## config.mk

```make
export PLATFORM = sky130hd
export DESIGN_NAME = shift_seq_ctrl
export DESIGN_NICKNAME = d
export VERILOG_FILES = /design/src/rtl/shift_seq_pkg.sv /design/src/rtl/shift_seq_cnt.sv /design/src/rtl/shift_seq_ctrl.sv
export SDC_FILE = /design/constraint.sdc
export NUM_CORES = 1
export LEC_CHECK = 0
export ABC_AREA = 0
export BUFFER_PORTS_ARGS = -buffer_cell sky130_fd_sc_hd__buf_2
export CELL_PAD_IN_SITES_DETAIL_PLACEMENT = 1
export CELL_PAD_IN_SITES_GLOBAL_PLACEMENT = 2
export CORE_MARGIN = 3
export CORE_UTILIZATION = 27
export CTS_CLUSTER_DIAMETER = 50
export DETAILED_ROUTE_END_ITERATION = 6
export PLACE_DENSITY_LB_ADDON = 0.05
export SLEW_MARGIN = 30
export SYNTH_ARGS = -nofsm -noshare
export SYNTH_HDL_FRONTEND = slang
export SYNTH_SLANG_ARGS = --single-unit
```

## constraint.sdc

```tcl
create_clock -name CLK -period 2.84 [get_ports CLK]
set_input_delay 0.568 -clock CLK [delete_from_list [all_inputs] [get_ports CLK]]
set_output_delay 0.568 -clock CLK [all_outputs]
set_load 0.01 [all_outputs]
```

## src/rtl/shift_seq_pkg.sv

```systemverilog
// rtl/shift_seq_pkg.sv - shared types and constants for the shift sequencer
//
// Purpose : FSM state type, register S-code constants and the shift count
//           width used by shift_seq_ctrl and shift_seq_cnt.
// Ports   : none (package)
// Config  : none here; SHIFT_SEQ_ABORT_EN is consumed by shift_seq_ctrl.

package shift_seq_pkg;

    // Width of the shift-step count (0..7 steps).
    localparam int CNT_W = 3;

    // S codes driven to the external 4-bit universal shift register.
    localparam logic [1:0] S_HOLD     = 2'b00;  // hold
    localparam logic [1:0] S_SHIFT_UP = 2'b01;  // toward Q[3], Q[0] <- SER
    localparam logic [1:0] S_SHIFT_DN = 2'b10;  // toward Q[0], Q[3] <- SER
    localparam logic [1:0] S_LOAD     = 2'b11;  // parallel load from D

    typedef enum logic [1:0] {
        ST_IDLE  = 2'd0,
        ST_LOAD  = 2'd1,
        ST_SHIFT = 2'd2,
        ST_FIN   = 2'd3
    } state_t;

endpackage

```

## src/rtl/shift_seq_cnt.sv

```systemverilog
// rtl/shift_seq_cnt.sv - loadable down-counter timing the SHIFT phase
//
// Purpose : 3-bit down-counter. A load takes priority over a decrement,
//           and the counter saturates at zero rather than wrapping.
// Ports   : clk      - clock, rising edge
//           clr      - synchronous active-high clear
//           load     - load load_val on the next edge
//           dec      - decrement on the next edge (ignored at zero)
//           load_val - value to load
//           zero     - high while the count is zero

module shift_seq_cnt
    import shift_seq_pkg::*;
(
    input  logic             clk,
    input  logic             clr,
    input  logic             load,
    input  logic             dec,
    input  logic [CNT_W-1:0] load_val,
    output logic             zero
);

    logic [CNT_W-1:0] cnt;

    always_ff @(posedge clk) begin
        if (clr) begin
            cnt <= '0;
        end else if (load) begin
            cnt <= load_val;
        end else if (dec && (cnt != '0)) begin
            cnt <= cnt - 1'b1;
        end
    end

    assign zero = (cnt == '0);

endmodule

```

## src/rtl/shift_seq_ctrl.sv

```systemverilog
// rtl/shift_seq_ctrl.sv - load-and-shift sequencer for a 4-bit universal shift register
//
// Purpose : On START (in IDLE) captures MODE/DIN/COUNT/FILL, then issues one
//           parallel-load cycle, COUNT shift cycles and a one-cycle DONE.
// Ports   : CLK   - clock, rising edge
//           CLR   - synchronous active-high reset
//           START - begin one operation (honoured in IDLE only)
//           MODE  - [0] direction (0 toward Q[3], 1 toward Q[0]),
//                   [1] fill source (0 FILL, 1 rotate)
//           DIN   - parallel word to load
//           COUNT - number of shift steps, 0..7
//           FILL  - constant serial fill bit
//           Q_IN  - feedback of the register's current Q
//           ABORT - (SHIFT_SEQ_ABORT_EN only) cancel the operation in LOAD/SHIFT
//           S     - register mode code
//           D     - parallel data to the register
//           SER   - serial bit to the register
//           BUSY  - high in LOAD and SHIFT
//           DONE  - one-cycle completion pulse in FIN
// Config  : SHIFT_SEQ_ABORT_EN adds the ABORT input and its logic.

module shift_seq_ctrl
    import shift_seq_pkg::*;
(
    input  logic             CLK,
    input  logic             CLR,
    input  logic             START,
    input  logic [1:0]       MODE,
    input  logic [3:0]       DIN,
    input  logic [CNT_W-1:0] COUNT,
    input  logic             FILL,
    input  logic [3:0]       Q_IN,
`ifdef SHIFT_SEQ_ABORT_EN
    input  logic             ABORT,
`endif
    output logic [1:0]       S,
    output logic [3:0]       D,
    output logic             SER,
    output logic             BUSY,
    output logic             DONE
);

    state_t state;
    state_t next_state;

    // Operation parameters captured at START; frozen until the next IDLE start.
    logic [1:0]       cap_mode;
    logic [3:0]       cap_din;
    logic [CNT_W-1:0] cap_count;
    logic             cap_fill;

    logic start_acc;
    logic cnt_zero;
    logic [3:0] rot_mask;
    logic rot_bit;

    assign start_acc = (state == ST_IDLE) && START;

    always_ff @(posedge CLK) begin
        if (CLR) begin
            state     <= ST_IDLE;
            cap_mode  <= '0;
            cap_din   <= '0;
            cap_count <= '0;
            cap_fill  <= 1'b0;
        end else begin
            state <= next_state;
            if (start_acc) begin
                cap_mode  <= MODE;
                cap_din   <= DIN;
                cap_count <= COUNT;
                cap_fill  <= FILL;
            end
        end
    end

    // The counter is loaded with COUNT-1 during LOAD so that the zero flag
    // marks the last SHIFT cycle. With COUNT=0 the wrapped load value is
    // never used because LOAD goes straight to FIN.
    shift_seq_cnt u_cnt (
        .clk      (CLK),
        .clr      (CLR),
        .load     (state == ST_LOAD),
        .dec      (state == ST_SHIFT),
        .load_val (cap_count - 1'b1),
        .zero     (cnt_zero)
    );

    // Rotate source: the bit leaving the register, Q[3] when shifting toward
    // Q[3] and Q[0] when shifting toward Q[0]. Selected by mask so the whole
    // feedback word takes part in the expression.
    assign rot_mask = cap_mode[0] ? 4'b0001 : 4'b1000;
    assign rot_bit  = |(Q_IN & rot_mask);

    always_comb begin
        next_state = state;
        S          = S_HOLD;
        D          = 4'b0000;
        SER        = 1'b0;
        BUSY       = 1'b0;
        DONE       = 1'b0;

        case (state)
            ST_IDLE: begin
                if (START) begin
                    next_state = ST_LOAD;
                end
            end
            ST_LOAD: begin
                S    = S_LOAD;
                D    = cap_din;
                BUSY = 1'b1;
                next_state = (cap_count == '0) ? ST_FIN : ST_SHIFT;
            end
            ST_SHIFT: begin
                S    = cap_mode[0] ? S_SHIFT_DN : S_SHIFT_UP;
                SER  = cap_mode[1] ? rot_bit : cap_fill;
                BUSY = 1'b1;
                if (cnt_zero) begin
                    next_state = ST_FIN;
                end
            end
            ST_FIN: begin
                DONE       = 1'b1;
                next_state = ST_IDLE;
            end
            default: begin
                next_state = ST_IDLE;
            end
        endcase

`ifdef SHIFT_SEQ_ABORT_EN
        // Abort only cancels an operation in flight; FIN completes normally.
        if (ABORT && ((state == ST_LOAD) || (state == ST_SHIFT))) begin
            next_state = ST_IDLE;
        end
`endif
    end

endmodule

```

==> results of run 1 <==
-- flip-flops by register name (all words and copies together) (netlist names) --
name and cells:
u_cnt.cnt 3, cap_din 4, cap_fill 1, cap_mode 2, state 2, cap_count 3
-- path summary, 6_finish.rpt --
check	startpoint	end	slack, ns	cells after the start
max reg2reg	state[1]	u_cnt.cnt[2]	0.67	7
min	cap_din[3]	cap_din[3]	0.46	2
max	state[1]	S[1]	0.62	5
min reg2reg	cap_din[3]	cap_din[3]	0.46	2
-- area by class of cell --
type,instances,area [um2],area share (%)
clock inverters,1,7.51,0.757
flip-flops and latches,15,300,30.3
inverters,2,7.51,0.757
well taps,31,38.8,3.91
multi-input cells,80,500,50.4
repair buffers,23,115,11.6
clock buffers,3,22.5,2.27
-- worst register-to-register path: cells and delay by family (launching register included) --
| kind | cells | cell delay [ns] |
|---|---|---|
| muxes | 2 | 0.53 |
| buffers and inverters | 1 | 0.13 |
| AOI/OAI and AO/OA | 1 | 0.24 |
| DFF | 1 | 0.35 |
| adders and majority gates | 2 | 0.75 |
| and+or+nand+nor | 1 | 0.06 |
-- cell usage in the layout, fill, tap and decap left out --
| cell type | instances |
|---|---|
| a211oi_1 | 1 |
| a21oi_1 | 13 |
| a311oi_2 | 1 |
| a31oi_1 | 1 |
| and2_1 | 5 |
| buf_2 | 23 |
| clkbuf_4 | 3 |
| clkinvlp_4 | 1 |
| dfxtp_1 | 15 |
| ha_1 | 7 |
| inv_1 | 2 |
| mux2_2 | 1 |
| mux2i_1 | 4 |
| nand2_1 | 23 |
| nand2b_1 | 1 |
| nor2_1 | 6 |
| nor2b_1 | 4 |
| nor4_1 | 1 |
| o211a_1 | 1 |
| o21a_1 | 2 |
| o21ai_0 | 3 |
| o221a_2 | 1 |
| o22ai_1 | 1 |
| o31a_1 | 2 |
| or3_1 | 1 |
| or3b_1 | 1 |
-- metal layers --
metal / vias to the layer above / global-route usage (%) / part of all wire, % / wire length [um]
li1: 391 / - / - / -
met2: 13 / 22.4 / 50 / 1020
met5: - / 0 / 0 / 0
met3: 4 / 4.82 / 4.0 / 82
met4: 0 / 4.64 / 1.2 / 25
met1: 350 / 15.5 / 45 / 919
-- cells by family after synthesis --
| group | after synthesis |
|---|---|
| AO/OA/AOI/OAI | 26 |
| buffers and inverters | 6 |
| AND/OR/NAND/NOR | 42 |
| flip-flops | 15 |
| adder cells (fa/ha/maj) | 7 |
| multiplexers | 5 |
-- per-stage QoR --
step | instance area [um2] | setup slack, ns
finish | 992 | 0.618
global route | 992 | 0.437
CTS | 992 | 0.549
detailed placement | 962 | 0.631
global placement | 962 | 0.682
floorplan | 823 | 0.835
-- where the power goes --
group | switching (mW) | internal, mW
clock | 0.0776 | 0.0536
sequential | 0.0634 | 0.272
combinational | 0.284 | 0.226
total | 0.425 | 0.552
==> reports/metrics.csv, run 1 <==
stage,metric,value,unit
routing,DRC violations left,0,
cts,Worst-Skew Late Latency,0.29,ns
setup_path,worst-path maximum fanout,14,
sta,final count of pins violating max slew,0,
logic_synthesis,largest family of logic cells by synthesized area,simple AND/OR/NAND/NOR gates,
cells_and_area,n_diodes,0,
setup_path,CP arrival,1.65,ns
logic_synthesis,top post-synthesis cells by area,"dfxtp_1, ha_1, nand2_1",
floorplanning,area of the die,3750,um2
routing,drt initial violations,11,
cells_and_area,fillcell total,370,
place,dpl hpwl,1520,um
setup_path,Worst Setup End Kind,primary output,
sta,setup_tns,0,ns
logic_synthesis,most common cell in the netlist,nand2_1,
cells_and_area,Layout Area Growth over Synthesis,20.5,%
logic_synthesis,ys flop type,dfxtp_1,
floorplanning,CORE AREA,2830,um2
cells_and_area,fin util,35.1,%
sta,unrepaired setup endpoints after global routing,no,
power,total power,0.977,mW
sta,fin crit share,78.2,%
grt,largest net degree at the start of global routing,16,
cts,CTS buffer count,3,
cts,Root Buffer,clkbuf_4,
logic_synthesis,Post-synth EDFFs,0,
hold_path,HP Class,reg2reg,
place,Post-Place Cells,151,
logic_synthesis,simple-gate portion of the synthesized area,23.4,%
place,routability cong.,0.711,
cts,CTS tree,done,
logic_synthesis,"Distinct cells, synth",24,
logic_synthesis,commonest cells in the netlist,"nand2_1, dfxtp_1, a21oi_1",
floorplanning,Starting Density,29.1,%
logic_synthesis,post-synthesis sequential area ratio,36.5,%
sta,Tmin final,2.22,ns
grt,vias in the first global route,792,
setup_path,Worst Path Buf+Inv,2,
place,Port-buffer cells,23,
grt,initial antenna violation count,0,
logic_synthesis,Yosys warning count,0,
setup_path,Crit path max-delay family,adder cells,
sta,Final Hold Vio Count,0,
logic_synthesis,Compound-Gate Fraction of Synth Area,20.5,%
logic_synthesis,Synth Area in Adders,10.6,%
setup_path,crit start category,flip-flop,
grt,Total GRT Usage,13.3,%
logic_synthesis,number of synthesized register bits,15,
sta,Rel. slew slack,64.1,%
routing,drt first pass iters,3,
routing,Vias,758,
floorplanning,# rows,19,
sta,Clock Skew,0.00698,ns
routing,Via-to-Cell Ratio,4.89,
cts,setup repair bufs after CTS,0,
power,pwr/cell area,985,nW/um2
sta,Max Fclk,450,MHz
setup_path,Setup CP Type,reg2out,
logic_synthesis,Post-Synth XOR/XNOR Area,0,%
routing,mean routed wirelength per cell,13.2,um
power,Leak,0.430,nW
logic_synthesis,Mean Syn Cell Area,8.15,um2
floorplanning,DIE WIDTH,61.2,um
cts,post-CTS resize count,0,
setup_path,"Cell Chain, Critical Path",inv_1 -> ha_1 -> a21oi_1 -> nor2b_1 -> buf_2,
sta,# setup viols final,0,
cts,CTS Buffer Depth,2,
grt,global route overflow,0,
routing,final wirelength,2040,um
sta,worst hold slack,0.458,ns
routing,post-route ant nets,0,
logic_synthesis,Post-Synthesis Cells,101,
cells_and_area,share of cells above drive strength 1,24.2,%
floorplanning,Ports,26,
setup_path,Critical Path Max Stage Delay,0.52,ns
logic_synthesis,Syn Nets,125,
setup_path,Critical Path RT,2.27,ns
logic_synthesis,dominant cell type by area after synthesis,dfxtp_1,
power,VDD IR max,0.000311,V
setup_path,CP max stage cell,ha_1,
logic_synthesis,ys async rst share,0,%
grt,wire length of the first global-routing pass,3560,um
cts,clock sink count,15,
logic_synthesis,"Cell Area, Synth",823,um2
run_status,status,completed,
cts,Worst-path clk slew,0.10,ns
logic_synthesis,post-synthesis mux area share,6.23,%
cts,H-tree depth,1,
cells_and_area,Finished Layout Cells,155,
job,max cap viols,0,
sta,Tightest Pin Transition,0.539,ns
floorplanning,Die Height,61.2,um
cells_and_area,# nets final,149,
logic_synthesis,top-area cell type share of the netlist area,36.5,%
cts,CTS Hold Bufs,0,
(Power assumes the default switching activity.)
==> run 2, diff against run 1 <==
CORE_UTILIZATION = 24   (was 27)
clock period = 2 ns   (was 2.84 ns; I/O delays follow)
==> reports/metrics.csv, run 2 (same netlist as run 1, synthesis figures left out) <==
stage,metric,value,unit,change
floorplanning,CORE AREA,3150,um2,+11%
routing,Via-to-Cell Ratio,4.54,,-7.1%
cells_and_area,share of cells above drive strength 1,28.6,%,+4.4 points
cells_and_area,fin util,32.6,%,-2.5 points
cts,H-tree depth,1,,unchanged
sta,Tightest Pin Transition,0.399,ns,-0.140 ns
routing,mean routed wirelength per cell,12.5,um,-5.4%
power,Leak,0.442,nW,+2.7%
place,routability cong.,0.702,,-1.2%
cts,Root Buffer,clkbuf_4,,
cts,CTS Hold Bufs,0,,unchanged
sta,Clock Skew,0.00298,ns,-0.00400 ns
setup_path,Critical Path RT,1.60,ns,-0.67 ns
cells_and_area,top flop regs,"cap_din x4, cap_count x3, u_cnt.cnt x3",,
sta,worst hold slack,0.337,ns,-0.121 ns
floorplanning,Die Height,64.6,um,+5.5%
sta,final count of pins violating max slew,0,,unchanged
power,Seq pwr share,33.9,%,-0.4 points
place,Port-buffer cells,23,,unchanged
cells_and_area,n_diodes,0,,unchanged
setup_path,CP max stage cell,dfxtp_2,,
grt,vias in the first global route,806,,+1.8%
cts,Worst-Skew Late Latency,0.29,ns,about the same
power,Clk pwr share,12.5,%,-0.9 points
cells_and_area,Layout Area Growth over Synthesis,24.9,%,
floorplanning,Ports,26,,unchanged
grt,wire length of the first global-routing pass,3660,um,+2.9%
floorplanning,# rows,20,,+1
power,Sw Share,42.6,%,-0.97 points
power,VDD IR max,0.000392,V,+26%
place,dpl hpwl,1590,um,+4.9%
power,total power,1.42,mW,+46%
sta,setup_tns,0,ns,unchanged
floorplanning,DIE WIDTH,64.6,um,+5.5%
setup_path,"Cell Chain, Critical Path",inv_1 -> ha_2 -> nor2b_1 -> o21a_1 -> buf_2,,
cts,Worst-path clk slew,0.09,ns,about the same
place,Post-Place Cells,166,,+9.9%
sta,unrepaired setup endpoints after global routing,yes,,
cts,CTS buffer count,3,,unchanged
hold_path,HP Class,in2reg,,
grt,initial antenna violation count,0,,unchanged
job,max cap viols,0,,unchanged
place,pre-CTS setup slack,0.144,ns,-0.487 ns
cts,CTS tree,done,,
power,pwr/cell area,1380,nW/um2,+40%
sta,# setup viols final,0,,unchanged
setup_path,Critical Path Start,state[0],,
setup_path,Critical Path Max Stage Delay,0.38,ns,-0.14 ns
setup_path,worst-path maximum fanout,9,,-5
cells_and_area,Biggest register,cap_din,,
sta,Setup WS post-layout,0.111,ns,-0.507 ns
run_status,status,completed,,
sta,Rel. slew slack,73.4,%,+9.3 points
setup_path,CP arrival,1.49,ns,-0.16 ns
hold_path,Worst Hold Launch,FILL,,
setup_path,crit start category,flip-flop,,
cells_and_area,"Non-Filler Cell Area, Final",1030,um2,+3.7%
routing,final wirelength,2120,um,+3.7%
routing,post-route ant nets,0,,unchanged
cts,clock sink count,15,,unchanged
cells_and_area,# nets final,151,,+1.3%
grt,global route overflow,0,,unchanged
sta,fin crit share,94.4,%,
floorplanning,area of the die,4170,um2,+11%
routing,Vias,772,,+1.8%
setup_path,r2r startpoint,state[1],,
power,net switching power,0.605,mW,+42%
routing,DRC violations left,0,,unchanged
floorplanning,Starting Density,26.1,%,-3.0 points
routing,drt first pass iters,3,,unchanged
cells_and_area,max reg flops,4,,unchanged
cells_and_area,Finished Layout Cells,170,,+9.7%
sta,Tmin final,1.89,ns,
setup_path,Worst Setup End Kind,primary output,,
power,internal power,0.817,mW,+48%
cts,CTS Buffer Depth,2,,unchanged
cells_and_area,most frequent cells in the layout,"nand2_1, buf_2, a21oi_1, dfxtp_1, nor2_1",,
sta,Final Hold Vio Count,0,,unchanged
power,combinational share of power,53.6,%,+1.4 points
grt,Total GRT Usage,11.6,%,-1.7 points
grt,largest net degree at the start of global routing,16,,unchanged
place,dpl cell area,993,um2,+3.3%
setup_path,Setup CP Type,reg2out,,
sta,Max Fclk,529,MHz,
routing,drt initial violations,27,,+16
==> run 2: cell count changes in the layout (fill, tap and decap cells not counted), sizes merged <==
cell,previous run,this run
buf,23,25
clkinvlp,1,0
clkinv,0,1
==> run 2: area by class of cell <==
type	instances	area [um2]
multi-input cells	80	505
clock inverters	1	5.00
clock buffers	3	22.5
repair buffers	25	130
fillers	416	2120
flip-flops and latches	15	303
inverters	2	7.51
well taps	44	55.1
==> run 2: final timing paths <==
check             slack (ns)            to  depth (start not counted)
setup / recovery        0.11          S[0]                          5
setup reg to reg        0.18  u_cnt.cnt[2]                          7
hold / removal          0.34      cap_fill                          3
hold reg to reg         0.46    cap_din[1]                          2
==> run 2: timing repair <==
item | CTS | global route
setup buffers | 0 | 0
resized for setup | 1 | 3
cloned | 0 | 0
setup endpoints to repair | 2 | 7
==> run 2: power by group through the flow <==
stage | sequential [mW] | combinational (mW) | clock, mW
2_1_floorplan | 0.457 | 0.559 | 0
3_3_place_gp | 0.483 | 0.752 | 0
3_5_place_dp | 0.485 | 0.766 | 0
4_1_cts | 0.478 | 0.779 | 0.194
5_1_grt | 0.502 | 0.874 | 0.208
6_report | 0.482 | 0.762 | 0.178
==> run 2: critical path: cells and delay by family (launching register included) <==
family / cells / cell delay, ns
adder cells (fa/ha/maj): 1 / 0.27
buffers and inverters: 2 / 0.24
AND/OR/NAND/NOR: 1 / 0.15
AO/OA/AOI/OAI: 1 / 0.16
flip-flops: 1 / 0.38
==> run 2: metal layers <==
metal	routed length [um]	vias to the layer above	track usage (%)
li1	-	400	-
met1	975	351	13.8
met2	1020	16	19.1
met3	94	5	3.99
met4	33	0	4.75
met5	0	-	0
